### src/rtl/fabric_mmio_responder.sv
// Purpose : MMIO/scratch fabric target; queues RD/WR requests and answers each from a local word memory.
// Latency : request accepted in cycle N -> response valid in cycle N+3; 1 response per 2 cycles unstalled.
// Backpr. : ReqStall while the request FIFO is full; RspStall holds the response registers unchanged.
//
// Ports: clk/rst (sync, active-high); Req*Q502H request side (valid, opcode, byte address, data, thread ID);
//        ReqStall (FIFO full); Rsp*Q500H response side (valid, opcode, address, data, thread ID);
//        RspStall (downstream hold); ErrCount (saturating count of misses and illegal opcodes).

package fabric_mmio_pkg;
    typedef enum logic [1:0] {
        RD     = 2'd0,
        WR     = 2'd1,
        RD_RSP = 2'd2,
        WR_RSP = 2'd3
    } t_opcode;

    typedef struct packed {
        t_opcode     op;
        logic [31:0] addr;
        logic [31:0] data;
        logic [1:0]  tid;
    } req_t;
endpackage

// Purpose : generic synchronous FIFO with occupancy output.
// Latency : a pushed word is visible at head_dat_o the cycle after the push.
// Backpr. : pushes into a full FIFO and pops from an empty FIFO are ignored.
module fabric_mmio_fifo #(
    parameter int W = 8,
    parameter int D = 4
) (
    input  logic               clk,
    input  logic               rst,
    input  logic               push_vld_i,
    input  logic [W-1:0]       push_dat_i,
    input  logic               pop_i,
    output logic [W-1:0]       head_dat_o,
    output logic [$clog2(D):0] count_o
);
    localparam int AW = $clog2(D);
    localparam logic [AW:0] CNT_FULL = (AW+1)'(D);

    logic [W-1:0]  store_q [D];
    logic [AW-1:0] wr_ptr_q;
    logic [AW-1:0] rd_ptr_q;
    logic [AW:0]   cnt_q;
    logic [AW:0]   cnt_d;
    logic          do_push;
    logic          do_pop;

    assign do_push = push_vld_i && (cnt_q != CNT_FULL);
    assign do_pop  = pop_i && (cnt_q != '0);

    always_comb begin
        cnt_d = cnt_q;
        if (do_push && !do_pop) begin
            cnt_d = cnt_q + 1'b1;
        end else if (!do_push && do_pop) begin
            cnt_d = cnt_q - 1'b1;
        end
    end

    always_ff @(posedge clk) begin
        if (rst) begin
            wr_ptr_q <= '0;
            rd_ptr_q <= '0;
            cnt_q    <= '0;
        end else begin
            if (do_push) begin
                wr_ptr_q <= wr_ptr_q + 1'b1;
            end
            if (do_pop) begin
                rd_ptr_q <= rd_ptr_q + 1'b1;
            end
            cnt_q <= cnt_d;
        end
    end

    // Storage carries no reset; only entries covered by the count are ever read.
    always_ff @(posedge clk) begin
        if (do_push) begin
            store_q[wr_ptr_q] <= push_dat_i;
        end
    end

    assign head_dat_o = store_q[rd_ptr_q];
    assign count_o    = cnt_q;
endmodule

// Purpose : fabric MMIO responder top; FIFO in front of an IDLE/ACCESS/RESPOND serving FSM.
// Latency : accept at N -> RspValidQ500H at N+3; back-to-back responses every 2 cycles.
// Backpr. : ReqStall = FIFO full (no push that cycle); RspStall freezes RESPOND and all Rsp* fields.
module fabric_mmio_responder
    import fabric_mmio_pkg::*;
#(
    parameter int          MEM_AW    = 6,
    parameter logic [31:0] BASE_ADDR = 32'h0040_0000,
    parameter int          FIFO_D    = 4
) (
    input  logic        clk,
    input  logic        rst,
    input  logic        ReqValidQ502H,
    input  t_opcode     ReqOpcodeQ502H,
    input  logic [31:0] ReqAddressQ502H,
    input  logic [31:0] ReqDataQ502H,
    input  logic [1:0]  ReqThreadIDQ502H,
    output logic        ReqStall,
    output logic        RspValidQ500H,
    output t_opcode     RspOpcodeQ500H,
    output logic [31:0] RspAddressQ500H,
    output logic [31:0] RspDataQ500H,
    output logic [1:0]  RspThreadIDQ500H,
    input  logic        RspStall,
    output logic [7:0]  ErrCount
);
    localparam int CW      = $clog2(FIFO_D) + 1;
    localparam int TAG_LSB = MEM_AW + 2;
    localparam logic [CW-1:0]      CNT_FULL = CW'(FIFO_D);
    localparam logic [31-TAG_LSB:0] BASE_TAG = BASE_ADDR[31:TAG_LSB];

    typedef enum logic [1:0] {
        S_IDLE    = 2'd0,
        S_ACCESS  = 2'd1,
        S_RESPOND = 2'd2
    } state_t;

    state_t         state_q;
    req_t           cur_q;
    logic           rsp_vld_q;
    t_opcode        rsp_op_q;
    logic [31:0]    rsp_addr_q;
    logic [31:0]    rsp_data_q;
    logic [1:0]     rsp_tid_q;
    logic [7:0]     err_q;
    logic [7:0]     err_d;

    req_t           req_in;
    req_t           head;
    logic [CW-1:0]  fifo_cnt;
    logic           fifo_nonempty;
    logic           pop;

    logic [31:0]    mem_q [2**MEM_AW];
    logic [MEM_AW-1:0] idx;
    logic           hit;
    logic           is_rd;
    logic           is_wr;
    logic           req_err;
    logic [31:0]    mem_rdata;

    assign req_in = '{op: ReqOpcodeQ502H, addr: ReqAddressQ502H,
                      data: ReqDataQ502H, tid: ReqThreadIDQ502H};

    fabric_mmio_fifo #(
        .W ($bits(req_t)),
        .D (FIFO_D)
    ) u_req_fifo (
        .clk        (clk),
        .rst        (rst),
        .push_vld_i (ReqValidQ502H),
        .push_dat_i (req_in),
        .pop_i      (pop),
        .head_dat_o (head),
        .count_o    (fifo_cnt)
    );

    assign fifo_nonempty = (fifo_cnt != '0);
    // Stall reflects occupancy at the start of the cycle, so a same-cycle pop never frees a slot early.
    assign ReqStall      = (fifo_cnt == CNT_FULL);

    // The head is taken whenever the FSM is about to enter ACCESS: from IDLE, or on a completed handshake.
    assign pop = fifo_nonempty &&
                 ((state_q == S_IDLE) || ((state_q == S_RESPOND) && !RspStall));

    // Address decode on the latched request; byte-offset bits are ignored.
    assign hit       = (cur_q.addr[31:TAG_LSB] == BASE_TAG);
    assign idx       = cur_q.addr[MEM_AW+1:2];
    assign is_rd     = (cur_q.op == RD);
    assign is_wr     = (cur_q.op == WR);
    assign req_err   = !hit || !(is_rd || is_wr);
    assign mem_rdata = mem_q[idx];
    assign err_d     = (err_q == 8'hFF) ? err_q : err_q + 8'd1;

    always_ff @(posedge clk) begin
        if (rst) begin
            state_q    <= S_IDLE;
            cur_q      <= '0;
            rsp_vld_q  <= 1'b0;
            rsp_op_q   <= RD;
            rsp_addr_q <= '0;
            rsp_data_q <= '0;
            rsp_tid_q  <= '0;
            err_q      <= '0;
        end else begin
            case (state_q)
                S_IDLE: begin
                    if (fifo_nonempty) begin
                        cur_q   <= head;
                        state_q <= S_ACCESS;
                    end
                end
                S_ACCESS: begin
                    rsp_vld_q  <= 1'b1;
                    rsp_addr_q <= cur_q.addr;
                    rsp_tid_q  <= cur_q.tid;
                    if (is_rd) begin
                        rsp_op_q   <= RD_RSP;
                        rsp_data_q <= hit ? mem_rdata : 32'h0;
                    end else begin
                        // Writes and illegal opcodes both answer as WR_RSP with zero data.
                        rsp_op_q   <= WR_RSP;
                        rsp_data_q <= 32'h0;
                    end
                    if (req_err) begin
                        err_q <= err_d;
                    end
                    state_q <= S_RESPOND;
                end
                S_RESPOND: begin
                    if (!RspStall) begin
                        rsp_vld_q  <= 1'b0;
                        rsp_op_q   <= RD;
                        rsp_addr_q <= '0;
                        rsp_data_q <= '0;
                        rsp_tid_q  <= '0;
                        if (fifo_nonempty) begin
                            cur_q   <= head;
                            state_q <= S_ACCESS;
                        end else begin
                            state_q <= S_IDLE;
                        end
                    end
                end
                default: begin
                    state_q <= S_IDLE;
                end
            endcase
        end
    end

    // Word memory is not reset; a write is suppressed if reset lands on its ACCESS cycle.
    always_ff @(posedge clk) begin
        if (!rst && (state_q == S_ACCESS) && is_wr && hit) begin
            mem_q[idx] <= cur_q.data;
        end
    end

    assign RspValidQ500H    = rsp_vld_q;
    assign RspOpcodeQ500H   = rsp_op_q;
    assign RspAddressQ500H  = rsp_addr_q;
    assign RspDataQ500H     = rsp_data_q;
    assign RspThreadIDQ500H = rsp_tid_q;
    assign ErrCount         = err_q;
endmodule

### config.mk
export PLATFORM = sky130hd
export DESIGN_NAME = fabric_mmio_responder
export DESIGN_NICKNAME = d
export VERILOG_FILES = /design/src/rtl/fabric_mmio_responder.sv
export SDC_FILE = /design/constraint.sdc
export NUM_CORES = 2
export LEC_CHECK = 0
export BUFFER_PORTS_ARGS = -buffer_cell sky130_fd_sc_hd__buf_2
export CAP_MARGIN = 30
export CORE_UTILIZATION = 55
export CTS_BUF_LIST = sky130_fd_sc_hd__clkbuf_4 sky130_fd_sc_hd__clkbuf_8
export DETAILED_ROUTE_END_ITERATION = 8
export PLACE_DENSITY_LB_ADDON = 0.05
export SYNTH_ARGS = -nofsm -noshare
export SYNTH_HDL_FRONTEND = slang
export SYNTH_SLANG_ARGS = --single-unit
### constraint.sdc
create_clock -name clk -period 3.19 [get_ports clk]
set_input_delay 0.319 -clock clk [delete_from_list [all_inputs] [get_ports clk]]
set_output_delay 0.319 -clock clk [all_outputs]
set_load 0.005 [all_outputs]
==> impl_metrics.tcl <==
set metrics [dict create \
    status "finished, final reports clean" \
    cts_root_buffer "clkbuf_8" \
    setup_slack_ps 87.5 \
    grt_pass1_vias 50600 \
    synth_area_um2 94400 \
    ys_seq_elements 2481 \
    yosysTopAreaCell "edfxtp_1" \
    postCtsSetupRepairBufs 0 \
    grt_max_degree 82 \
    ctsLongestPathBuffers 4 \
    fillers 11600 \
    combPwrFrac_pct 25.8 \
    htreeDepth 5 \
    vias 50500 \
    min_path_type "primary input to register" \
    place.gp.congestion 0.878 \
    cp_top_family "compound AO/OA/AOI/OAI gates" \
    relSlewSlack_pct 31.1 \
    drtAntennaViolNets 0 \
    tritoncts "built" \
    reg2reg_to "RspDataQ500H[2]" \
    p_leak_uw 0.0349 \
    path_clk_slew_ps 60 \
    vdd_drop_max_uv 600 \
    min_from "RspStall" \
    worst_hold_slack_ps 147 \
    finClkSkew_ps 66.2 \
    ys.flop_type "edfxtp_1" \
    grt_pass1_wl_um 368000 \
    fp.dieH_um 416 \
    dpl.hpwl_um 159000 \
    drtIter0Drc 5325 \
    cpPeakStageDelay_ps 800 \
    clk_latency_ps 1100 \
    setup_tns_ps 0 \
    numCtsBuffers 404 \
    die_area_um2 173000 \
    synth.distinct_cells 57 \
    wl_per_cell_um 32.0 \
    synth_edf_count 2320 \
    min_to "state_q[1]" \
    clock-sinks 2481 \
    slowest_stage "o41ai_1" \
    min_period_ps 3100 \
    pre_cts_ws_ps -136 \
    totalWireLength_um 259000 \
    rsz0062_at_grt "no" \
    period_share_pct 97.3 \
    nNetsFinal 5647 \
    yosys-top-cells-count "edfxtp_1 (2,320), mux4_2 (389), nand2_1 (350)" \
    area_growth_pct 17.2 \
    io_pins 150 \
    setup_viol 0 \
    hold_depth 4 \
    maxSlewViolCount 0 \
    ys_top_cells_by_area "edfxtp_1 (74%), mux4_2 (9.3%), dfxtp_1 (3.4%)" \
    cp-start-kind "register" \
    max_freq_mhz 322 \
    port_buffers 149 \
    critPathBufInv 3 \
    tightest_slew_ps 1030 \
    syn_inst 4793 \
    core_um2 170000 \
    worstPathArrival_ps 4140 \
    cp_max_fo 21 \
    drc 0 \
    synthMostInstantiatedCell "edfxtp_1" \
    required_ps 4220 \
    critPathKind "register to register" \
    vias_per_cell 6.23 \
    seqPwrFrac_pct 44.9 \
    drt_pass1_iterations 8 \
    drive_gt1_share_pct 32.6 \
    syn_avg_cell_area_um2 19.7 \
    async_flop_share_pct 0 \
    regArea_um2 73000 \
    cpMostUsedCell "buf_4" \
    rrSetupSlack_ps 90 \
    switching_share_pct 31.9 \
    multiInputGateArea_um2 20500 \
    antenna_found_initial 16 \
    overflow 0 \
    r2r_cells 8 \
    clkPwrFrac_pct 29.3 \
    p_int_uw 62900 \
    p_switching_uw 29400 \
    critPathCaptureType "register" \
    synth_fp_nets 4872 \
    synth_top_area_share_pct 73.8 \
    p_per_area_nw_per_um2 834 \
    num_rows 151 \
    synth_seq_area_share_pct 77.2 \
    start_util_pct 55.6 \
    hold_viol_final 0 \
    yosysWarnings 0 \
    crit_path_cell_trace "nand2b_2 > buf_4 > o22ai_1 > o41ai_1 > buf_4 > o221ai_1 > buf_4 > o21ai_1" \
    fp.dieW_um 416 \
    grt_usage_pct 30.2 \
    maxCapViolCount 0 \
]
## timing repair
item | in CTS | in global routing
endpoints found under the setup margin | 2 | 0
hold endpoints to repair | 348 | 0
gates resized for setup | 2 | 0
hold buffers | 139 | 0
## layer usage
layer  share of wire [%]  global-route usage [%]
met5               0.038                       0
met4                 3.5                    10.7
met3                 9.1                    7.43
met2                  47                    47.2
met1                  40                    41.8
## logic make-up (layout without fill, tap and decap cells)
logic type      count (synthesis)  in the layout  synth area share [%]
mux                           730            730                  13.2
flops                        2481           2481                  77.2
simple gates                  616            616                  2.99
compound gates                648            648                  4.74
xor+xnor                       12             12                 0.111
buf+inv                       299           1392                  1.69
other cells                     0              4                     0
fa+ha+maj                       7              7                 0.101
## cell usage in the layout (no fill, tap or decap), types with 8 or more instances in the layout
| master | instances |
|---|---|
| o21ai_1 | 32 |
| a211o_1 | 24 |
| dfxtp_2 | 32 |
| a21oi_1 | 137 |
| bufinv_16 | 8 |
| a221o_1 | 17 |
| o221ai_1 | 31 |
| o22ai_1 | 84 |
| clkinv_2 | 51 |
| clkbuf_8 | 428 |
| o2111ai_1 | 20 |
| nor2_1 | 55 |
| mux2_2 | 224 |
| dlygate4sd3_1 | 139 |
| o41ai_1 | 30 |
| mux4_2 | 389 |
| a22oi_1 | 42 |
| a211oi_1 | 77 |
| xor2_1 | 10 |
| nand2_1 | 350 |
| clkbuf_4 | 147 |
| buf_12 | 126 |
| buf_4 | 247 |
| and2_1 | 21 |
| buf_2 | 148 |
| o21ai_0 | 48 |
| edfxtp_1 | 2320 |
| o211ai_1 | 36 |
| dfxtp_1 | 123 |
| mux2i_1 | 117 |
| a221oi_1 | 47 |
| clkinv_1 | 81 |
| nor2_4 | 65 |
| nand3_1 | 9 |
| nor2b_1 | 64 |
| a2bb2oi_1 | 17 |
## stage by stage
step / cell area [µm²] / util, % / std cells / total power (µW)
after detailed placement: 101000 / 59.7 / 7240 / 65700
after CTS: 111000 / 65.1 / 8103 / 92700
final: 111000 / 65.1 / 8108 / 92300
after floorplan: 94400 / - / 4793 / 54100
after global routing: 111000 / 65.1 / 8107 / 95200
after global placement: 101000 / 59.6 / 7234 / 65300
## flip-flops by register name, indices dropped and copies added (netlist names), 3 cells and up, named ones only
signal and count:
cur_q 68, u_req_fifo.count_o 3, mem_q 2048, ErrCount 8
RspDataQ500H 32, u_req_fifo.store_q 272, RspAddressQ500H 32
## power groups by stage
stage	combinational, µW	clock [µW]	sequential [µW]
after floorplan	12300	0	41800
after global placement	23100	0	42300
after detailed placement	23500	0	42200
after CTS	23700	27500	41500
after global routing	24800	28900	41500
final	23800	27100	41400
## how the worst max path moves through the flow
stage                   start  slack [ps]                to  cells after the start
global placement     register        -250  RspDataQ500H[25]                      7
floorplan           cur_q[45]        -160      mem_q[59][0]                      5
finish               register          90   RspDataQ500H[2]                      8
global route         register           2  RspDataQ500H[10]                      7
detailed placement   register        -140  RspDataQ500H[15]                      8
CTS                  register         100   RspDataQ500H[2]                      8
## final cells by class
class,instances,share of cell area (%)
multi-input cells,2013,18.5
inverters,7,0.0260
diodes,4,0.00905
clock inverters,149,0.788
clock buffers,575,6.32
flip-flops and latches,2481,65.9
well taps,2218,2.51
repair buffers,661,5.89
## worst reg2reg max path, stage by stage, from the launching register on
cell	delay, ps
dfxtp_4	630
nand2b_2	650
buf_4	260
o22ai_1	90
o41ai_1	800
buf_4	250
o221ai_1	110
buf_4	190
o21ai_1	110
Note: power is estimated with default switching activity, not from simulation.
